### src/rtl/frac_step_pkg.sv
// Shared types, FSM encoding and round-robin helper
// for the fractional-step scheduler.
package frac_step_pkg;

  localparam int FS_HW   = 12;
  localparam int FS_LW   = 22;
  localparam int FS_NMAX = 16;

  localparam logic [0:0] ST_IDLE = 1'b0;
  localparam logic [0:0] ST_HOLD = 1'b1;

  typedef struct packed {
    logic [FS_HW-1:0] h;
    logic [FS_LW-1:0] l;
    logic [FS_HW-1:0] kh;
    logic [FS_LW-1:0] kl;
  } ctx_t;

  // First set bit of en after ptr, circular over n channels.
  function automatic logic [3:0] rr_next(
    input logic [FS_NMAX-1:0] en,
    input logic [3:0]         ptr,
    input int                 n
  );
    logic [3:0] res;
    logic       found;
    int         idx;
    res   = ptr;
    found = 1'b0;
    for (int i = 1; i <= FS_NMAX; i++) begin
      idx = (int'(ptr) + i) % n;
      if (!found && i <= n && en[idx]) begin
        res   = 4'(idx);
        found = 1'b1;
      end
    end
    return res;
  endfunction

endpackage

### src/rtl/frac_step_lane.sv
// Combinational single step of the (h, l) accumulator
// with carry on l >= WL.
module frac_step_lane #(
  parameter int             HW = 12,
  parameter int             LW = 22,
  parameter logic [LW-1:0]  WL = LW'(22'h100000)
) (
  input  logic [HW-1:0] h,
  input  logic [LW-1:0] l,
  input  logic [HW-1:0] kh,
  input  logic [LW-1:0] kl,
  output logic [HW-1:0] h_n,
  output logic [LW-1:0] l_n,
  output logic          carry
);

  assign carry = (l >= WL);
  assign h_n   = h + kh + HW'(carry);
  assign l_n   = l + kl - (carry ? WL : '0);

endmodule

### src/rtl/frac_step_sched.sv
// Round-robin fractional-step scheduler with valid/ready output.
// Optional per-channel carry counters: FRAC_STEP_SCHED_CARRY_CNT_EN.
module frac_step_sched
  import frac_step_pkg::*;
#(
  parameter int            NCH = 4,
  parameter int            HW  = FS_HW,
  parameter int            LW  = FS_LW,
  parameter logic [LW-1:0] WL  = LW'(22'h100000)
) (
  input  logic                    clk,
  input  logic                    rst_n,
  input  logic                    cfg_we,
  input  logic [$clog2(NCH)-1:0]  cfg_ch,
  input  logic [HW-1:0]           cfg_kh,
  input  logic [LW-1:0]           cfg_kl,
  input  logic                    cfg_clr,
  input  logic [NCH-1:0]          ch_en,
  output logic                    out_valid,
  input  logic                    out_ready,
  output logic [$clog2(NCH)-1:0]  out_ch,
  output logic [HW-1:0]           out_h,
  output logic                    out_carry
`ifdef FRAC_STEP_SCHED_CARRY_CNT_EN
  ,
  output logic [NCH*8-1:0]        carry_cnt
`endif
);

  localparam int CW = $clog2(NCH);

  ctx_t          r_ctx [NCH];
  logic [0:0]    r_state;
  logic [CW-1:0] r_ptr;
  logic [CW-1:0] r_ch;
  logic [HW-1:0] r_h;
  logic          r_carry;

  logic          w_any;
  logic          w_grant;
  logic          w_cfg_ok;
  logic [CW-1:0] w_gch;
  ctx_t          w_gctx;
  logic [HW-1:0] w_h_n;
  logic [LW-1:0] w_l_n;
  logic          w_carry;

  assign w_any    = |ch_en;
  assign w_grant  = w_any && ((r_state == ST_IDLE) || out_ready);
  assign w_gch    = CW'(rr_next(FS_NMAX'(ch_en), 4'(r_ptr), NCH));
  assign w_gctx   = r_ctx[w_gch];
  assign w_cfg_ok = (int'(cfg_ch) < NCH);

  frac_step_lane #(
    .HW (HW),
    .LW (LW),
    .WL (WL)
  ) u_lane (
    .h     (w_gctx.h),
    .l     (w_gctx.l),
    .kh    (w_gctx.kh),
    .kl    (w_gctx.kl),
    .h_n   (w_h_n),
    .l_n   (w_l_n),
    .carry (w_carry)
  );

  // Config is applied after the step so a same-cycle clear wins.
  always_ff @(posedge clk or negedge rst_n) begin
    if (!rst_n) begin
      for (int i = 0; i < NCH; i++) r_ctx[i] <= '0;
      r_state <= ST_IDLE;
      r_ptr   <= CW'(NCH - 1);
      r_ch    <= '0;
      r_h     <= '0;
      r_carry <= 1'b0;
    end else begin
      if (w_grant) begin
        r_ctx[w_gch].h <= w_h_n;
        r_ctx[w_gch].l <= w_l_n;
        r_ptr   <= w_gch;
        r_ch    <= w_gch;
        r_h     <= w_h_n;
        r_carry <= w_carry;
        r_state <= ST_HOLD;
      end else if (out_ready) begin
        r_state <= ST_IDLE;
      end
      if (cfg_we && w_cfg_ok) begin
        r_ctx[cfg_ch].kh <= cfg_kh;
        r_ctx[cfg_ch].kl <= cfg_kl;
        if (cfg_clr) begin
          r_ctx[cfg_ch].h <= '0;
          r_ctx[cfg_ch].l <= '0;
        end
      end
    end
  end

  assign out_valid = (r_state == ST_HOLD);
  assign out_ch    = r_ch;
  assign out_h     = r_h;
  assign out_carry = r_carry;

`ifdef FRAC_STEP_SCHED_CARRY_CNT_EN
  logic [7:0] r_ccnt [NCH];

  always_ff @(posedge clk or negedge rst_n) begin
    if (!rst_n) begin
      for (int i = 0; i < NCH; i++) r_ccnt[i] <= '0;
    end else begin
      if (w_grant && w_carry && r_ccnt[w_gch] != 8'hFF)
        r_ccnt[w_gch] <= r_ccnt[w_gch] + 8'd1;
      if (cfg_we && w_cfg_ok && cfg_clr)
        r_ccnt[cfg_ch] <= '0;
    end
  end

  for (genvar g = 0; g < NCH; g++) begin : g_cc
    assign carry_cnt[g*8 +: 8] = r_ccnt[g];
  end
`endif

endmodule

### config.mk
export PLATFORM = sky130hd
export DESIGN_NAME = frac_step_sched
export DESIGN_NICKNAME = d
export VERILOG_FILES = /design/src/rtl/frac_step_pkg.sv /design/src/rtl/frac_step_lane.sv /design/src/rtl/frac_step_sched.sv
export SDC_FILE = /design/constraint.sdc
export NUM_CORES = 1
export LEC_CHECK = 0
export ABC_CLOCK_PERIOD_IN_PS = 5750
export CAP_MARGIN = 40
export CORE_MARGIN = 2
export CORE_UTILIZATION = 45
export CTS_CLUSTER_DIAMETER = 50
export CTS_CLUSTER_SIZE = 8
export DETAILED_ROUTE_END_ITERATION = 10
export PLACE_DENSITY = 0.69
export SETUP_SLACK_MARGIN = 0.02
export SYNTH_ARGS = -nofsm -noshare
export SYNTH_HDL_FRONTEND = slang
export SYNTH_SLANG_ARGS = --single-unit
export TNS_END_PERCENT = 10
### constraint.sdc
create_clock -name clk -period 5.75 [get_ports clk]
set_input_delay 0.575 -clock clk [delete_from_list [all_inputs] [get_ports clk]]
set_output_delay 0.575 -clock clk [all_outputs]
set_load 0.1 [all_outputs]
==> impl_metrics.toml <==
[routing]
wl_per_cell_um = 18.6
wl_um = 40600
ant_nets = 0
via_per_inst = 5.67
drtIter0Drc = 1189
wl_met1_um = 18000
drc = 0
vias = 12400
wl_met3_um = 3130
wl_met2_um = 18600
top_layer = "met4"
firstDrtPassIters = 6

[sta]
min_period_over_period_pct = 85.9
finalHoldViolations = 5
skew_ps = 23.5
slew_headroom_pct = 40.8
rsz0062_at_grt = "false"
whs_ps = -19.5
fin_tns_setup_ps = 0
worst_pin_slew_ps = 887
period_minus_slack_ps = 4940
setup_viol = 0
fmax_ghz = 0.202
finalWorstSetupSlack_ps = 809
drv_slew = 0

[power_and_ir_drop]
p_seq_share_pct = 24.7
power_switching_mw = 5.65
power_density_nw_per_um2 = 695
p_comb_share_pct = 56.7
p_clk_share_pct = 18.6
swShare_pct = 45.6
peakVddDrop_mv = 0.344
power_leakage_nw = 8.00
intPower_mw = 6.73

[logic_synthesis]
ys_ff_latch = 290
netlist_area_um2 = 15100
ys_seq_area_share_pct = 48.0
synthArstFlopShare_pct = 100
yosysUniqueCellTypes = 58
syn_area_per_cell_um2 = 9.05
synth-edff-count = 0
synthCells = 1670
ys_warn_count = 0
synth_fp_nets = 1768
synth_flop_cell = "dfrtp_1"

[clock_tree]
clkSlewWorstSetupHoldPaths_ps = 50
tritoncts = "built"
cts_buffers = 43
clk_path_buf_depth = 3
htreeDepth = 2
clock_latency_ps = 530
cts_num_sinks = 290
hold_buffers = 0
cts_root_buffer = "clkbuf_16"
cts_resized = 0
post_cts_buffers = 0

[global_routing]
antenna_found_initial = 0
track_usage_pct = 23.8
grt_max_degree = 160
grt_pass1_wl_um = 67400
grt-ovfl-total = 0
grt_pass1_vias = 12500

[worst_setup_path]
crit_cells = 18
rr_worst_depth = 17
crit_type = "in2reg"
r2r_slack_ps = 880
cp.required_ps = 6150
endpoint_kind = "register"
r2r_end = "r_ctx[66]"
slowest_delay_ps = 550
cp_max_fo = 6
cp_cell_sequence = "clkdlybuf4s50_1 -> or2_2 -> a21oi_2 -> nor2_4 -> mux2i_1 -> mux2_2 -> and2_1 -> inv_1 -> fa_1 -> fa_1 -> a21o_1 -> a21oi_1 -> o21bai_1 -> a2111oi_0 -> o21bai_1 -> a21oi_1 -> xor2_1 -> o21ai_0"
crit_family = "compound AO/OA/AOI/OAI gates"
r2r-start = "r_ptr[0]"
cp.arrival_ps = 5340
critPathLaunchType = "primary input"
crit_buf_inv = 2
crit_path_top_delay_cell = "a2111oi_0"

[layout]
stdcell_count = 2188
diodes = 0
layout_common_cells = "nand2_1, dfrtp_1, mux2_2"
drive_above_1_share_pct = 15.4
final_nets = 1824
multi_input_area_um2 = 7350
regArea_um2 = 7260
layout_commonest_cell = "nand2_1"
synthToLayoutAreaGrowth_pct = 17.7
fill_cells = 2966

[place]
post-place-ws_ps = 319
hpwl_um = 25200
gp_congestion = 0.864
io_buffers = 60
dp.cells = 2129

[die]
dieArea_um2 = 35100
die_h_um = 187
coreArea_um2 = 33300
dieWidth_um = 187
rows = 67
io_pins = 61
initial_core_util_pct = 45.4

[status]
violations = "hold timing"
status = "finished with violations"

[job]
drv_cap = 0

[hold_path]
hold_class = "in2async"
==> registers in the layout, summed over array words and instances (netlist names) <==
name,flops
out_carry,1
out_ch,2
out_h,12
out_valid,1
r_ctx,272
r_ptr,2
==> power by group through the flow <==
| stage | logic, mW | clock network, mW | registers (mW) |
|---|---|---|---|
| floorplan | 4.68 | 0 | 3.33 |
| global placement | 6.58 | 0 | 3.05 |
| detailed placement | 6.88 | 0 | 3.08 |
| CTS | 6.93 | 2.33 | 3.05 |
| global route | 7.78 | 2.43 | 3.14 |
| finish | 7.01 | 2.30 | 3.06 |
==> cell families (layout without fill, tap and decap cells) <==
family	after synthesis	in the layout	synth area share, %
adder cells (fa/ha/maj)	53	53	4.53
AO/OA/AOI/OAI	261	261	10.5
multiplexers	140	140	10.5
flip-flops	290	290	48.0
AND/OR/NAND/NOR	745	745	20.7
XOR/XNOR	28	28	1.72
buffers and inverters	153	223	3.96
==> layout make-up <==
class                           count  area share, %
Multi-Input combinational cell   1227           41.3
Sequential cell                   290           40.8
Timing Repair Buffer              111           6.81
Clock buffer                       55           6.48
Tap cell                          448           3.15
Inverter                           53           1.12
Clock inverter                      4          0.338
==> worst reg2reg max path, delay by kind of cell (launching register included) <==
| kind | cells | cell delay (ps) |
|---|---|---|
| AOI/OAI and AO/OA | 10 | 2170 |
| adders and majority gates | 2 | 920 |
| DFF | 1 | 550 |
| and+or+nand+nor | 3 | 470 |
| xor gates and xnor gates | 1 | 340 |
| buffers and inverters | 1 | 310 |
==> worst max-delay path by stage <==
| stage | start | end | slack [ps] |
|---|---|---|---|
| 4_1_cts | ch_en[3] | r_ctx[66] | 860 |
| 2_1_floorplan | ch_en[0] | r_ctx[134] | 1160 |
| 5_1_grt | ch_en[3] | r_ctx[66] | 490 |
| 3_3_place_gp | ch_en[3] | out_h[10] | 450 |
| 6_report | ch_en[3] | r_ctx[66] | 810 |
| 3_5_place_dp | ch_en[3] | r_ctx[66] | 320 |
==> per-stage QoR <==
stage          cell area, µm²  util [%]  total power [mW]
4_1_cts                 17800      53.5              12.3
6_report                17800      53.5              12.4
3_5_place_dp            16600      49.8              9.96
3_3_place_gp            16200      48.8              9.63
5_1_grt                 17800      53.5              13.3
2_1_floorplan           15100         -              8.01
==> cell usage after synthesis, types with 19 or more instances <==
cell type / instances / area [µm²]
nand2_1: 481 / 1810
dfrtp_1: 288 / 7210
mux2_2: 137 / 1540
nand3_1: 118 / 591
a21oi_1: 100 / 500
nor2_1: 72 / 270
clkbuf_1: 69 / 259
o21ai_0: 56 / 280
inv_1: 53 / 199
ha_1: 50 / 626
a31oi_1: 32 / 200
and3_1: 27 / 169
a211oi_1: 25 / 188
nor3_1: 19 / 95.1
==> per-layer routing <==
| metal | vias to the layer above | global-route usage, % |
|---|---|---|
| li1 | 5785 | - |
| met1 | 6054 | 33.1 |
| met4 | 0 | 7.02 |
| met5 | - | 0 |
| met2 | 486 | 37.8 |
| met3 | 73 | 4.60 |
No activity file was read; power rests on OpenSTA's default activity.
